==> config.mk <==
export PLATFORM = sky130hd
export DESIGN_NAME = pc_stack
export DESIGN_NICKNAME = d
export VERILOG_FILES = /design/src/rtl/pc_stack.sv
export SDC_FILE = /design/constraint.sdc
export NUM_CORES = 1
export LEC_CHECK = 0
export BUFFER_PORTS_ARGS = -buffer_cell sky130_fd_sc_hd__buf_4
export CAP_MARGIN = 5
export CORE_MARGIN = 1
export CORE_UTILIZATION = 30
export DETAILED_ROUTE_END_ITERATION = 7
export HOLD_SLACK_MARGIN = 0.02
export PLACE_DENSITY = 0.49
export REMOVE_ABC_BUFFERS = 1
export SYNTH_ARGS = -nofsm -noshare
export SYNTH_HDL_FRONTEND = slang
export SYNTH_SLANG_ARGS = --single-unit
export TNS_END_PERCENT = 20
==> constraint.sdc <==
create_clock -name clk -period 5.3 [get_ports clk]
set_input_delay 1.06 -clock clk [delete_from_list [all_inputs] [get_ports clk]]
set_output_delay 1.06 -clock clk [all_outputs]
set_load 0.03 [all_outputs]
==> src/rtl/pc_stack.sv <==
// Program counter with increment, relative branch, absolute jump and
// subroutine call/return through an internal hardware return stack.
module pc_stack #(
   parameter int unsigned p_size  = 6,
   parameter int unsigned p_depth = 4
) (
   input  logic              clk,
   input  logic              reset,
   input  logic              pc_incr,
   input  logic              pc_relbranch,
   input  logic              pc_jump,
   input  logic              pc_call,
   input  logic              pc_ret,
   input  logic [p_size-1:0] branch_addr,
   output logic [p_size-1:0] pc_out,
   output logic              stack_empty,
   output logic              stack_full,
   output logic              stack_err
);

   localparam int unsigned     CW      = $clog2(p_depth + 1);
   localparam logic [CW-1:0]   C_DEPTH = CW'(p_depth);
   localparam logic [p_size-1:0] C_ONE = p_size'(1);

   logic [p_size-1:0] r_pc;
   logic [CW-1:0]     r_count;
   logic              r_err;
   logic [p_size-1:0] r_stack [p_depth];

   logic [p_size-1:0] w_pc_next;
   logic [CW-1:0]     w_count_next;
   logic              w_err_next;
   logic              w_push;
   logic [p_size-1:0] w_top;
   logic [p_size-1:0] w_pc_plus1;

   assign w_pc_plus1 = r_pc + C_ONE;

   // Top-of-stack select by compare avoids indexing with an over-wide pointer.
   always_comb begin
      w_top = '0;
      for (int unsigned i = 0; i < p_depth; i++) begin
         if (r_count == CW'(i + 1)) w_top = r_stack[i];
      end
   end

   always_comb begin
      w_pc_next    = r_pc;
      w_count_next = r_count;
      w_err_next   = r_err;
      w_push       = 1'b0;
      if (pc_ret) begin
         if (r_count != '0) begin
            w_pc_next    = w_top;
            w_count_next = r_count - CW'(1);
         end else begin
            w_err_next   = 1'b1;
         end
      end else if (pc_call) begin
         if (r_count != C_DEPTH) begin
            w_push       = 1'b1;
            w_count_next = r_count + CW'(1);
            w_pc_next    = branch_addr;
         end else begin
            w_err_next   = 1'b1;
         end
      end else if (pc_jump) begin
         w_pc_next = branch_addr;
      end else if (pc_relbranch) begin
         w_pc_next = r_pc + branch_addr;
      end else if (pc_incr) begin
         w_pc_next = w_pc_plus1;
      end
   end

   always_ff @(posedge clk or posedge reset) begin
      if (reset) begin
         r_pc    <= '0;
         r_count <= '0;
         r_err   <= 1'b0;
         for (int unsigned i = 0; i < p_depth; i++) r_stack[i] <= '0;
      end else begin
         r_pc    <= w_pc_next;
         r_count <= w_count_next;
         r_err   <= w_err_next;
         for (int unsigned i = 0; i < p_depth; i++) begin
            if (w_push && r_count == CW'(i)) r_stack[i] <= w_pc_plus1;
         end
      end
   end

   assign pc_out      = r_pc;
   assign stack_empty = (r_count == '0);
   assign stack_full  = (r_count == C_DEPTH);
   assign stack_err   = r_err;

endmodule

Word level (Yosys, flattened, before mapping) --
Index checks and enable logic that the tools add are counted.
Word-level totals: register bits 34, logic and storage cells 54
Operators by class: equality and inequality tests 9, add/sub/neg operators 4, reduce and logical (&&, ||, !) cells 12, muxes and demuxes 22
Operators with widths (number):
- $mux 6 | 11
- $mux 3 | 4
- $reduce_and 3->1 | 3
- $mux 1 | 7
- $add 6x1->6 const B | 1
- $add 6x6->6 | 1
- $eq 3x2->1 const B | 2
- $reduce_bool 5->1 | 1
- $logic_and 1x1->1 | 4
- $ne 2x2->1 const B | 2
- $reduce_bool 2->1 | 2
- $add 3x1->3 const B | 1
- $eq 3x1->1 const B | 1
- $eq 3x3->1 const B | 1
- $logic_not 3->1 | 1
- $ne 3x1->1 const B | 1
- $ne 3x3->1 const B | 1
- $reduce_bool 3->1 | 1
- $sub 3x1->3 const B | 1
- $ne 2x1->1 const B | 1

Depth between registers and ports, before layout --
Gate-level depths: netlist (run 1).
word-level depth 7, mapped depth 9, depth with buffers taken out 8

Worst setup path before layout (run 1) --
Ideal clock, no wire load.
kind input-to-reg, start point input branch_addr[0], end point register r_pc[2] (netlist: pc_out[2]), path buffers 0, path slack 2838 ps, data arrival time 2379 ps, stages on the path 8, cell sequence ha_1 -> inv_1 -> fa_1 -> xor2_1 -> mux2_2 -> a21oi_1 -> o22ai_1 -> o21ai_0
Between the ends: word-level cells in the longest chain between the ends 5
RTL lines:
- start, declared | RTL line 14 | input logic [p_size-1:0] branch_addr,
- $add 6x6->6 | RTL line 70 | w_pc_next = r_pc + branch_addr;
- $mux 6 | RTL line 69 | end else if (pc_relbranch) begin
- $mux 6 | RTL line 67 | end else if (pc_jump) begin
- $mux 6 | RTL line 59 | end else if (pc_call) begin
- $mux 6 | RTL line 52 | if (pc_ret) begin
- end signal, assigned | RTL line 83 | r_pc <= w_pc_next;
- end, declared | RTL line 25 | logic [p_size-1:0] r_pc;
Every way passes these cells. A chain may end at the register's enable or synchronous reset.

Final worst setup path (run 1) --
start point register r_count[1], end point output stack_full
Between the ends: word-level cells in the longest chain between the ends 1
RTL lines:
- start, declared | RTL line 26 | logic [CW-1:0] r_count;
- start signal, assigned | RTL line 84 | r_count <= w_count_next;
- $eq 3x3->1 | RTL line 94 | assign stack_full = (r_count == C_DEPTH);
- end, declared | RTL line 17 | output logic stack_full,
Every way passes these cells.

==> metrics.md, run 1 <==
| Metric | Value |
|---|---|
| Pleak | `1.05 nW` |
| Synthesized instance count | `240` |
| Power per cell area | `about 580 mW/mm^2` |
| # diodes | `0` |
| Root buf cell | `clkbuf_8` |
| Setup TNS | `0 ns` |
| Required time of the worst setup path | `4.24 ns` |
| Tightest Pin Transition | `approximately 0.72 ns` |
| Initial antenna violation count | `0` |
| Die width | `between 80 and 90 um` |
| Critical Path End Type | `output port` |
| Syn Std Cell Area | `approximately 0.0021 mm^2` |
| Detail Route Antenna Nets | `0` |
| Slowest CP cell | `dfrtp_1` |
| Clock tree sinks | `34` |
| Die Y | `around 86 um` |
| Ratio of cells with drive above 1 in the final layout | `0.173` |
| Max-cap violations | `0` |
| Crit path kind | `reg -> out` |
| Post-Syn Area per Cell | `slightly below 9 um^2` |
| Via count | `between 1500 and 2000` |
| CTS tree | `done` |
| Reg2reg setup slack | `roughly 3 ns` |
| Drt via density | `about 5` |
| Storage cell area | `around 850 um^2` |
| Worst Setup SP | `r_count[1]$_DFFE_PP0P_` |
| Seq/Total Area, Yosys | `0.400` |
| 1st-iter DRT viols | `94` |
| Quantity of hold-fixing buffers added after cts | `0` |
| Total wire length | `roughly 5.6 mm` |
| # H-tree levels | `2` |
| Die Footprint | `~0.0074 mm^2` |
| Hold/Removal Path Class | `reg -> reg` |
| Cts bufs inserted | `5` |
| Peak supply drop | `0.174 mV` |
| CP peak stage delay | `0.44 ns` |
| Final hold vios | `0` |
| Fin crit share | `0.536` |
| IO Pins | `22` |
| CP cell instances | `inv_1 > ha_1 > nand2_2 > inv_2 > buf_4` |
| Design Area, Final | `between 0.002 and 0.0025 mm^2` |
| Routability cong. | `between 0.8 and 0.9` |
| R2R Path Start | `r_count[1]$_DFFE_PP0P_` |
| # rows | `30` |
| Largest net degree at the start of global routing | `35` |
| Outcome | `completed` |
| Min cycle time layout | `~2.8 ns` |
| Synth unique cells | `47` |
| Clk buf depth | `2` |
| Fin util | `0.361` |
| Setup violations, final | `0` |
| Worst-Skew Late Latency | `~0.30 ns` |
| Number of global-route vias before repair | `around 1800` |
| Initial Utilization | `0.312` |
| WP data arrival | `1.78 ns` |
| PortBufs | `21` |
| Ys async rst share | `1.00` |
| WL per Instance | `approximately 16 um` |
| Crit Reg-Reg Endpoint | `pc_out[5]$_DFFE_PP0P_` |
| Critical Path Fanout Max | `11` |
| Slew HR | `0.515` |
| Core area | `between 0.006 and 0.007 mm^2` |
| First-pass GRT wire length | `just over 9 mm` |
| Reg2Reg Depth | `8` |
| Most frequent cells in the layout | `dfrtp_1 (34), nor2_1 (33), a21oi_1 (31)` |
| Total GRT Usage | `0.164` |
| Unrepaired setup endpoints after global routing | `no` |
| Cts repair resizes | `0` |
| Clock skew | `approximately 0.010 ns` |
| Placed wire-length estimate | `4.15 mm` |
| Final hold slack | `0.482 ns` |
| DP Area | `~0.0024 mm^2` |
| Ys Warns | `0` |
| Nets | `285` |
| Commonest non-fill, non-tap cell in the layout | `dfrtp_1` |
| Final slew viol count | `0` |
| Peak Freq | `between 300 and 400 MHz` |
| Post-CTS Setup Inserts | `0` |
| Area of the multi-input gates | `0.00118 mm^2` |
| Post-synth EDFFs | `0` |
| Layout fillers | `~730` |
| Router iterations before antenna repair | `4` |
| Ys flop type | `dfrtp_1` |
| Synth Register Bits | `34` |
| P&R area growth vs syn | `15.7%` |
| Critical Path Sink | `stack_full` |
| Worst-path clk slew | `around 0.080 ns` |
| Crit path launch type | `flip-flop` |
| Drt drc | `0` |
| Total grt overflow | `0` |
| Hold Crit Start | `stack_err$_DFFE_PP0P_` |
[worst min-delay path by stage]
stage	to	slack, ns	cells after the start
2_1_floorplan	r_stack[1]$_DFFE_PP0P_	0.48	1
3_3_place_gp	stack_err$_DFFE_PP0P_	0.46	1
3_5_place_dp	stack_err$_DFFE_PP0P_	0.45	1
4_1_cts	stack_err$_DFFE_PP0P_	0.48	1
5_1_grt	stack_err$_DFFE_PP0P_	0.49	1
6_report	stack_err$_DFFE_PP0P_	0.48	1
[flip-flops by register name, indices dropped and copies added (netlist names)]
register	flops
stack_err	1
r_stack	24
r_count	3
pc_out	6
[layout make-up]
class / instances / share of cell area
multi-input cells: 182 / 0.477
clock inverters: 2 / 0.00508
clock buffers: 6 / 0.0335
repair buffers: 23 / 0.0701
well taps: 96 / 0.0488
inverters: 13 / 0.0198
flip-flops and latches: 34 / 0.345
[layer usage]
| layer | track usage | share of wire | vias to the layer above |
|---|---|---|---|
| met5 | 0 | 0 | - |
| met4 | 0.0485 | 0.019 | 0 |
| met3 | 0.0352 | 0.033 | 9 |
| met2 | 0.268 | 0.46 | 33 |
| met1 | 0.217 | 0.49 | 852 |
| li1 | - | - | 890 |
[metrics by stage]
step	setup slack (ns)	power [mW]	std cells
after CTS	2.49	1.43	356
after global routing	2.36	1.55	356
after detailed placement	2.64	1.22	348
final	2.46	1.43	356
after floorplan	2.79	0.983	229
after global placement	2.66	1.22	348
[cell usage after synthesis (4+ instances only)]
cell type  number  area (um^2)
a21oi_1        31          155
xor2_1          4         35.0
ha_1           12          150
nand2_1        19         71.3
dfrtp_1        34          851
or3_1           4         25.0
mux2_2          5         56.3
mux2i_1         4         40.0
nor2_1         33          124
clkbuf_1        8         30.0
inv_1          12         45.0
o21ai_0        15         75.1
[worst max-delay path: cells and delay by family, from the launching register on]
| family | cells | cell delay, ns |
|---|---|---|
| adders and majority gates | 1 | 0.33 |
| buffers and inverters | 3 | 0.56 |
| DFF | 1 | 0.44 |
| and+or+nand+nor | 1 | 0.14 |
[cells by family after synthesis]
logic type                 count (synthesis)  synth area share
buffers and inverters                     24            0.0482
xor gates and xnor gates                   7            0.0288
AOI/OAI and AO/OA                         73             0.213
muxes                                      9            0.0452
adders and majority gates                 13            0.0799
and+or+nand+nor                           80             0.186
DFF                                       34             0.400
[power by group]
group          total, mW  internal, mW  switching (mW)  leakage (nW)
logic              0.703         0.288           0.414         0.604
clock network      0.212         0.105           0.107        0.0472
registers          0.511         0.387           0.125         0.396
total               1.43         0.780           0.647          1.05
Power figures use the tool's default switching activity.
==> run 2, diff against run 1 <==
- ABC_AREA: default -> 1
- PLACE_DENSITY: 0.49 -> 0.51
- clock period: 5.3 -> 2.35 ns (I/O delays scaled with it)
==> metrics.md, run 2 <==
| Metric | Value |
|---|---|
| Largest reg by FF count | `r_stack` |
| Largest net degree at the start of global routing | `35` |
| # H-tree levels | `2` |
| Slew HR | `0.702` |
| Ys flop type | `dfrtp_1` |
| Die Footprint | `0.00758 mm^2` |
| Setup violations, final | `0` |
| Post-synth EDFFs | `0` |
| Most frequent cells in the layout | `nand2_1 (72), inv_1 (42), dfrtp_1 (34)` |
| Final slew viol count | `0` |
| Router iterations before antenna repair | `4` |
| CP cell instances | `inv_1 > ha_1 > nand2_2 > inv_4 > buf_4` |
| Power per cell area | `~1300 mW/mm^2` |
| Hold/Removal Path Class | `in -> async` |
| Largest register FFs | `24` |
| Largest cells by area after synthesis | `dfrtp_1 (39%), nand2_1 (12%), inv_1 (7.3%), ha_1 (6.9%), o21ai_0 (6.7%)` |
| Crit path buf inv count | `3` |
| Clock tree sinks | `34` |
| Ys Warns | `0` |
| Cts bufs inserted | `5` |
| Initial antenna violation count | `0` |
| PortBufs | `21` |
| Required time of the worst setup path | `approximately 1.9 ns` |
| Root buf cell | `clkbuf_8` |
| Drt via density | `around 4.6` |
| Initial Utilization | `0.314` |
| # rows | `30` |
| Post-CTS Setup Inserts | `0` |
| Leading area contributor after synthesis | `dfrtp_1` |
| Critical Path End Type | `output port` |
| Clk buf depth | `2` |
| Delay-heaviest family, CP | `buffers and inverters` |
| Total grt overflow | `0` |
| CTS tree | `done` |
| Peak Freq | `just over 500 MHz` |
| Post-Syn Area per Cell | `7.43 um^2` |
| Min cycle time layout | `about 2.0 ns` |
| Fin util | `0.374` |
| Syn Std Cell Area | `between 0.002 and 0.0025 mm^2` |
| WP data arrival | `around 1.5 ns` |
| R2R Path Start | `r_count[0]$_DFFE_PP0P_` |
| Crit path launch type | `flip-flop` |
| First-pass GRT wire length | `~9.1 mm` |
| # diodes | `0` |
| Final hold vios | `0` |
| Yosys top cell area share | `0.392` |
| Unrepaired setup endpoints after global routing | `no` |
| Crit path kind | `reg -> out` |
| Synth Register Bits | `34` |
| Seq/Total Area, Yosys | `0.392` |
| Stages on worst setup path | `5` |
| Max-cap violations | `0` |
| Top cells by count, synth | `nand2_1 (72), inv_1 (42), dfrtp_1 (34)` |
| Synth unique cells | `31` |
| Commonest non-fill, non-tap cell in the layout | `nand2_1` |
| Total wire length | `around 5.2 mm` |
| Layout fillers | `between 700 and 800` |
| Cts repair resizes | `0` |
| Worst-path clk slew | `~0.08 ns` |
| WL per Instance | `around 13 um` |
| Worst-Skew Late Latency | `0.29 ns` |
| IO Pins | `22` |
| Critical Path Fanout Max | `8` |
| Die Y | `a little under 90 um` |
| Clock skew | `~0.0044 ns` |
| Quantity of hold-fixing buffers added after cts | `0` |
| Nets | `343` |
| Synthesized instance count | `about 290` |
| 1st-iter DRT viols | `between 100 and 150` |
| Worst Setup SP | `r_count[0]$_DFFE_PP0P_` |
| Setup TNS | `0 ns` |
| Ys async rst share | `1.00` |
| Total GRT Usage | `0.159` |
| CP peak stage delay | `about 0.42 ns` |
| P&R area growth vs syn | `18.9%` |
| Count leader, synth | `nand2_1` |
| Ratio of cells with drive above 1 in the final layout | `0.160` |
| Pleak | `between 1 and 1.5 nW` |
| Core area | `0.00691 mm^2` |
| Tightest Pin Transition | `approximately 0.45 ns` |
| Die width | `between 80 and 90 um` |
| Placed wire-length estimate | `just under 4 mm` |
| Via count | `about 1900` |
| Peak supply drop | `about 0.58 mV` |
| Drt drc | `0` |
| Slowest CP cell | `dfrtp_1` |
| Reg2Reg Depth | `10` |
| Detail Route Antenna Nets | `0` |
| Number of global-route vias before repair | `roughly 1900` |
| Routability cong. | `0.823` |
| Outcome | `completed` |
| Overall Power | `3.35 mW` |
| Fin crit share | `0.832` |
-- run 2: cell count changes after synthesis, sizes merged, moves of 4 or more --
cell	change
a21oi	-11
clkbuf	-7
inv	+34
mux2i	-4
nand2	+54
nand3	+20
nor2	-10
nor3b	-4
o21ai	+15
or3	-4
-- run 2: layout make-up --
| class | instances | area, um^2 | area share |
|---|---|---|---|
| clock buffers | 5 | 68.8 | 0.0267 |
| well taps | 96 | 120 | 0.0465 |
| multi-input cells | 204 | 1110 | 0.429 |
| repair buffers | 25 | 188 | 0.0727 |
| flip-flops and latches | 34 | 851 | 0.330 |
| inverters | 47 | 179 | 0.0693 |
| clock inverters | 3 | 68.8 | 0.0267 |
-- run 2: metal layers --
layer | track usage | up-vias | share of wire
met5 | 0 | - | 0
met4 | 0.0500 | 0 | 0.011
met3 | 0.0360 | 5 | 0.038
met2 | 0.258 | 37 | 0.47
met1 | 0.211 | 879 | 0.48
li1 | - | 977 | -
-- run 2: cells by family after synthesis --
family,after synthesis,share of synthesized area
buffers and inverters,54,0.0986
adders and majority gates,13,0.0784
xor gates and xnor gates,6,0.0277
muxes,2,0.0104
AOI/OAI and AO/OA,60,0.149
DFF,34,0.392
and+or+nand+nor,123,0.244
-- run 2: worst paths after layout --
check / to / slack (ns)
worst max-delay path: stack_full / 0.39
worst min-delay path: r_stack[16]$_DFFE_PP0P_ / 0.27
worst max register to register: pc_out[1]$_DFFE_PP0P_ / 0.46
worst min register to register: stack_err$_DFFE_PP0P_ / 0.48
max in group asynchronous: pc_out[1]$_DFFE_PP0P_ / 1.76
min in group clk: stack_err$_DFFE_PP0P_ / 0.48
-- run 2: power by group --
part	switching, mW	internal, mW
combinational	1.04	0.592
sequential	0.197	0.868
clock	0.234	0.425
total	1.47	1.89
-- run 2: worst reg2reg max path: stages (launching register included) --
cell,delay [ns]
dfrtp_1,0.42
ha_1,0.21
ha_1,0.21
inv_1,0.28
o21ai_0,0.17
a21oi_1,0.18
nor2_1,0.06
nand2_1,0.06
nand3_1,0.07
nand3_1,0.08
nand2_1,0.05
-- run 2: through the flow --
| step | setup WS [ns] | std cells | instance area [um^2] | hold WS [ns] |
|---|---|---|---|---|
| floorplan | 0.365 | 285 | 2140 | 0.442 |
| finish | 0.394 | 414 | 2580 | 0.270 |
| CTS | 0.375 | 414 | 2580 | 0.292 |
| global placement | 0.464 | 406 | 2440 | 0.455 |
| global route | 0.258 | 414 | 2580 | 0.314 |
| detailed placement | 0.447 | 406 | 2440 | 0.457 |
==> run 3, diff against run 2 <==
- PLACE_DENSITY: 0.51 -> 0.49
- clock period: 2.35 -> 1.9 ns (I/O delays scaled with it)
==> metrics.md, run 3 (same netlist as run 2, synthesis figures left out) <==
| Metric | Value |
|---|---|
| Outcome | `completed` |
| CP cell instances | `inv_1 > ha_1 > inv_1 > nor2_2 > buf_4` |
| DP Area | `around 0.0025 mm^2` |
| Largest reg by FF count | `r_stack` |
| Peak Freq | `roughly 540 MHz` |
| Post-CTS Setup Inserts | `0` |
| CP peak stage delay | `about 0.43 ns` |
| Worst-path clk slew | `~0.070 ns` |
| Clock skew | `between 0.004 and 0.005 ns` |
| Min cycle time layout | `between 1.5 and 2 ns` |
| Quantity of hold-fixing buffers added after cts | `0` |
| Initial Utilization | `0.314` |
| PortBufs | `21` |
| Crit path launch type | `flip-flop` |
| Tightest Pin Transition | `0.465 ns` |
| Final hold vios | `0` |
| Setup WS pre-CTS | `between 0.08 and 0.09 ns` |
| IO Pins | `22` |
| # rows | `30` |
| Root buf cell | `clkbuf_8` |
| Critical Path Fanout Max | `4` |
| Max-cap violations | `0` |
| P&R area growth vs syn | `19.9%` |
| Detail Route Antenna Nets | `0` |
| Power per cell area | `1540 mW/mm^2` |
| Fin crit share | `0.966` |
| Critical Path End Type | `output port` |
| 1st-iter DRT viols | `76` |
| Reg2Reg Depth | `8` |
| Worst setup margin | `around 0.064 ns` |
| Peak supply drop | `roughly 0.60 mV` |
| Core area | `a little under 0.007 mm^2` |
| Slew HR | `0.690` |
| Total GRT Usage | `0.161` |
| Design Area, Final | `about 0.0026 mm^2` |
| Cell mode on critical path | `inv_1` |
| Die Footprint | `roughly 0.0076 mm^2` |
| Drt via density | `around 4.7` |
| Router iterations before antenna repair | `4` |
| Slowest CP cell | `dfrtp_1` |
| Cts bufs inserted | `5` |
| WP data arrival | `~1.5 ns` |
| Required time of the worst setup path | `about 1.5 ns` |
| WL per Instance | `12.8 um` |
| Overall Power | `4.02 mW` |
| Crit Reg-Reg Endpoint | `pc_out[2]$_DFFE_PP0P_` |
| Drt drc | `0` |
| Layout fillers | `between 700 and 800` |
| Most frequent cells in the layout | `nand2_1 (72), inv_1 (42), buf_4 (34), dfrtp_1 (34), o21ai_0 (29)` |
| Nets | `~350` |
| CTS tree | `done` |
| Clk buf depth | `2` |
| # diodes | `0` |
| Reg2reg setup slack | `0.15 ns` |
| Routability cong. | `around 0.76` |
| R2R Path Start | `r_count[0]$_DFFE_PP0P_` |
| Die width | `between 80 and 90 um` |
| Setup violations, final | `0` |
| First-pass GRT wire length | `approximately 9.4 mm` |
| Final hold slack | `~0.20 ns` |
| Total grt overflow | `0` |
| Cts repair resizes | `0` |
| Die Y | `87.1 um` |
| Worst-Skew Late Latency | `approximately 0.29 ns` |
| Largest register FFs | `24` |
| Crit path kind | `reg -> out` |
| Initial antenna violation count | `0` |
| # H-tree levels | `2` |
| Total wire length | `between 5 and 6 mm` |
| Placed wire-length estimate | `4.15 mm` |
| Ratio of cells with drive above 1 in the final layout | `0.180` |
| Hold/Removal Path Class | `in -> async` |
| Number of global-route vias before repair | `about 1900` |
| Commonest non-fill, non-tap cell in the layout | `nand2_1` |
| Pleak | `~1.3 nW` |
| Unrepaired setup endpoints after global routing | `yes` |
| Final slew viol count | `0` |
| Via count | `1968` |
| Clock tree sinks | `34` |
| Largest net degree at the start of global routing | `35` |
-- run 3: changes by cell type in the layout (fill, tap and decap cells not counted) --
cell / delta
clkbuf_1: +1
clkinv_2: +1
bufinv_16: -2
clkinv_4: -1
clkbuf_8: +1
buf_4: +9
-- run 3: area by class of cell --
type                       instances  area, um^2  share of cell area
clock buffer                       7        86.3              0.0332
timing repair buffer              34         255              0.0981
multi-input combinational        204        1110               0.425
clock inverter                     1        5.00             0.00192
tap                               96         120              0.0462
inverter                          47         179              0.0688
sequential                        34         851               0.327
-- run 3: where the power goes --
group	internal, mW	total, mW	switching (mW)
clock	0.293	0.570	0.277
combinational	0.830	2.18	1.35
sequential	1.07	1.27	0.200
total	2.20	4.02	1.82
-- run 3: stage by stage --
stage | util | instances | TNS (ns)
finish | 0.377 | 423 | 0
global route | 0.377 | 423 | -0.0270
CTS | 0.377 | 423 | 0
detailed placement | 0.364 | 415 | 0
global placement | 0.364 | 415 | 0
floorplan | - | 285 | -0.0852
-- run 3: worst max-delay path by stage --
stage,start,to
2_1_floorplan,pc_out[0]$_DFFE_PP0P_,pc_out[4]$_DFFE_PP0P_
3_3_place_gp,branch_addr[0],pc_out[4]$_DFFE_PP0P_
6_report,r_count[0]$_DFFE_PP0P_,stack_empty
5_1_grt,r_count[0]$_DFFE_PP0P_,stack_empty
4_1_cts,r_count[0]$_DFFE_PP0P_,stack_empty
3_5_place_dp,branch_addr[0],pc_out[4]$_DFFE_PP0P_
-- run 3: layer usage --
layer | track usage | vias up | routed length, um
met1 | 0.224 | 929 | 2720
met5 | 0 | - | 0
met3 | 0.0303 | 6 | 185
met2 | 0.261 | 32 | 2460
li1 | - | 1001 | -
met4 | 0.0348 | 0 | 47
-- run 3: critical path: cells and delay by family (launching register included) --
kind | cells | cell delay (ns)
DFF | 1 | 0.43
buffers and inverters | 3 | 0.38
adders and majority gates | 1 | 0.19
and+or+nand+nor | 1 | 0.17
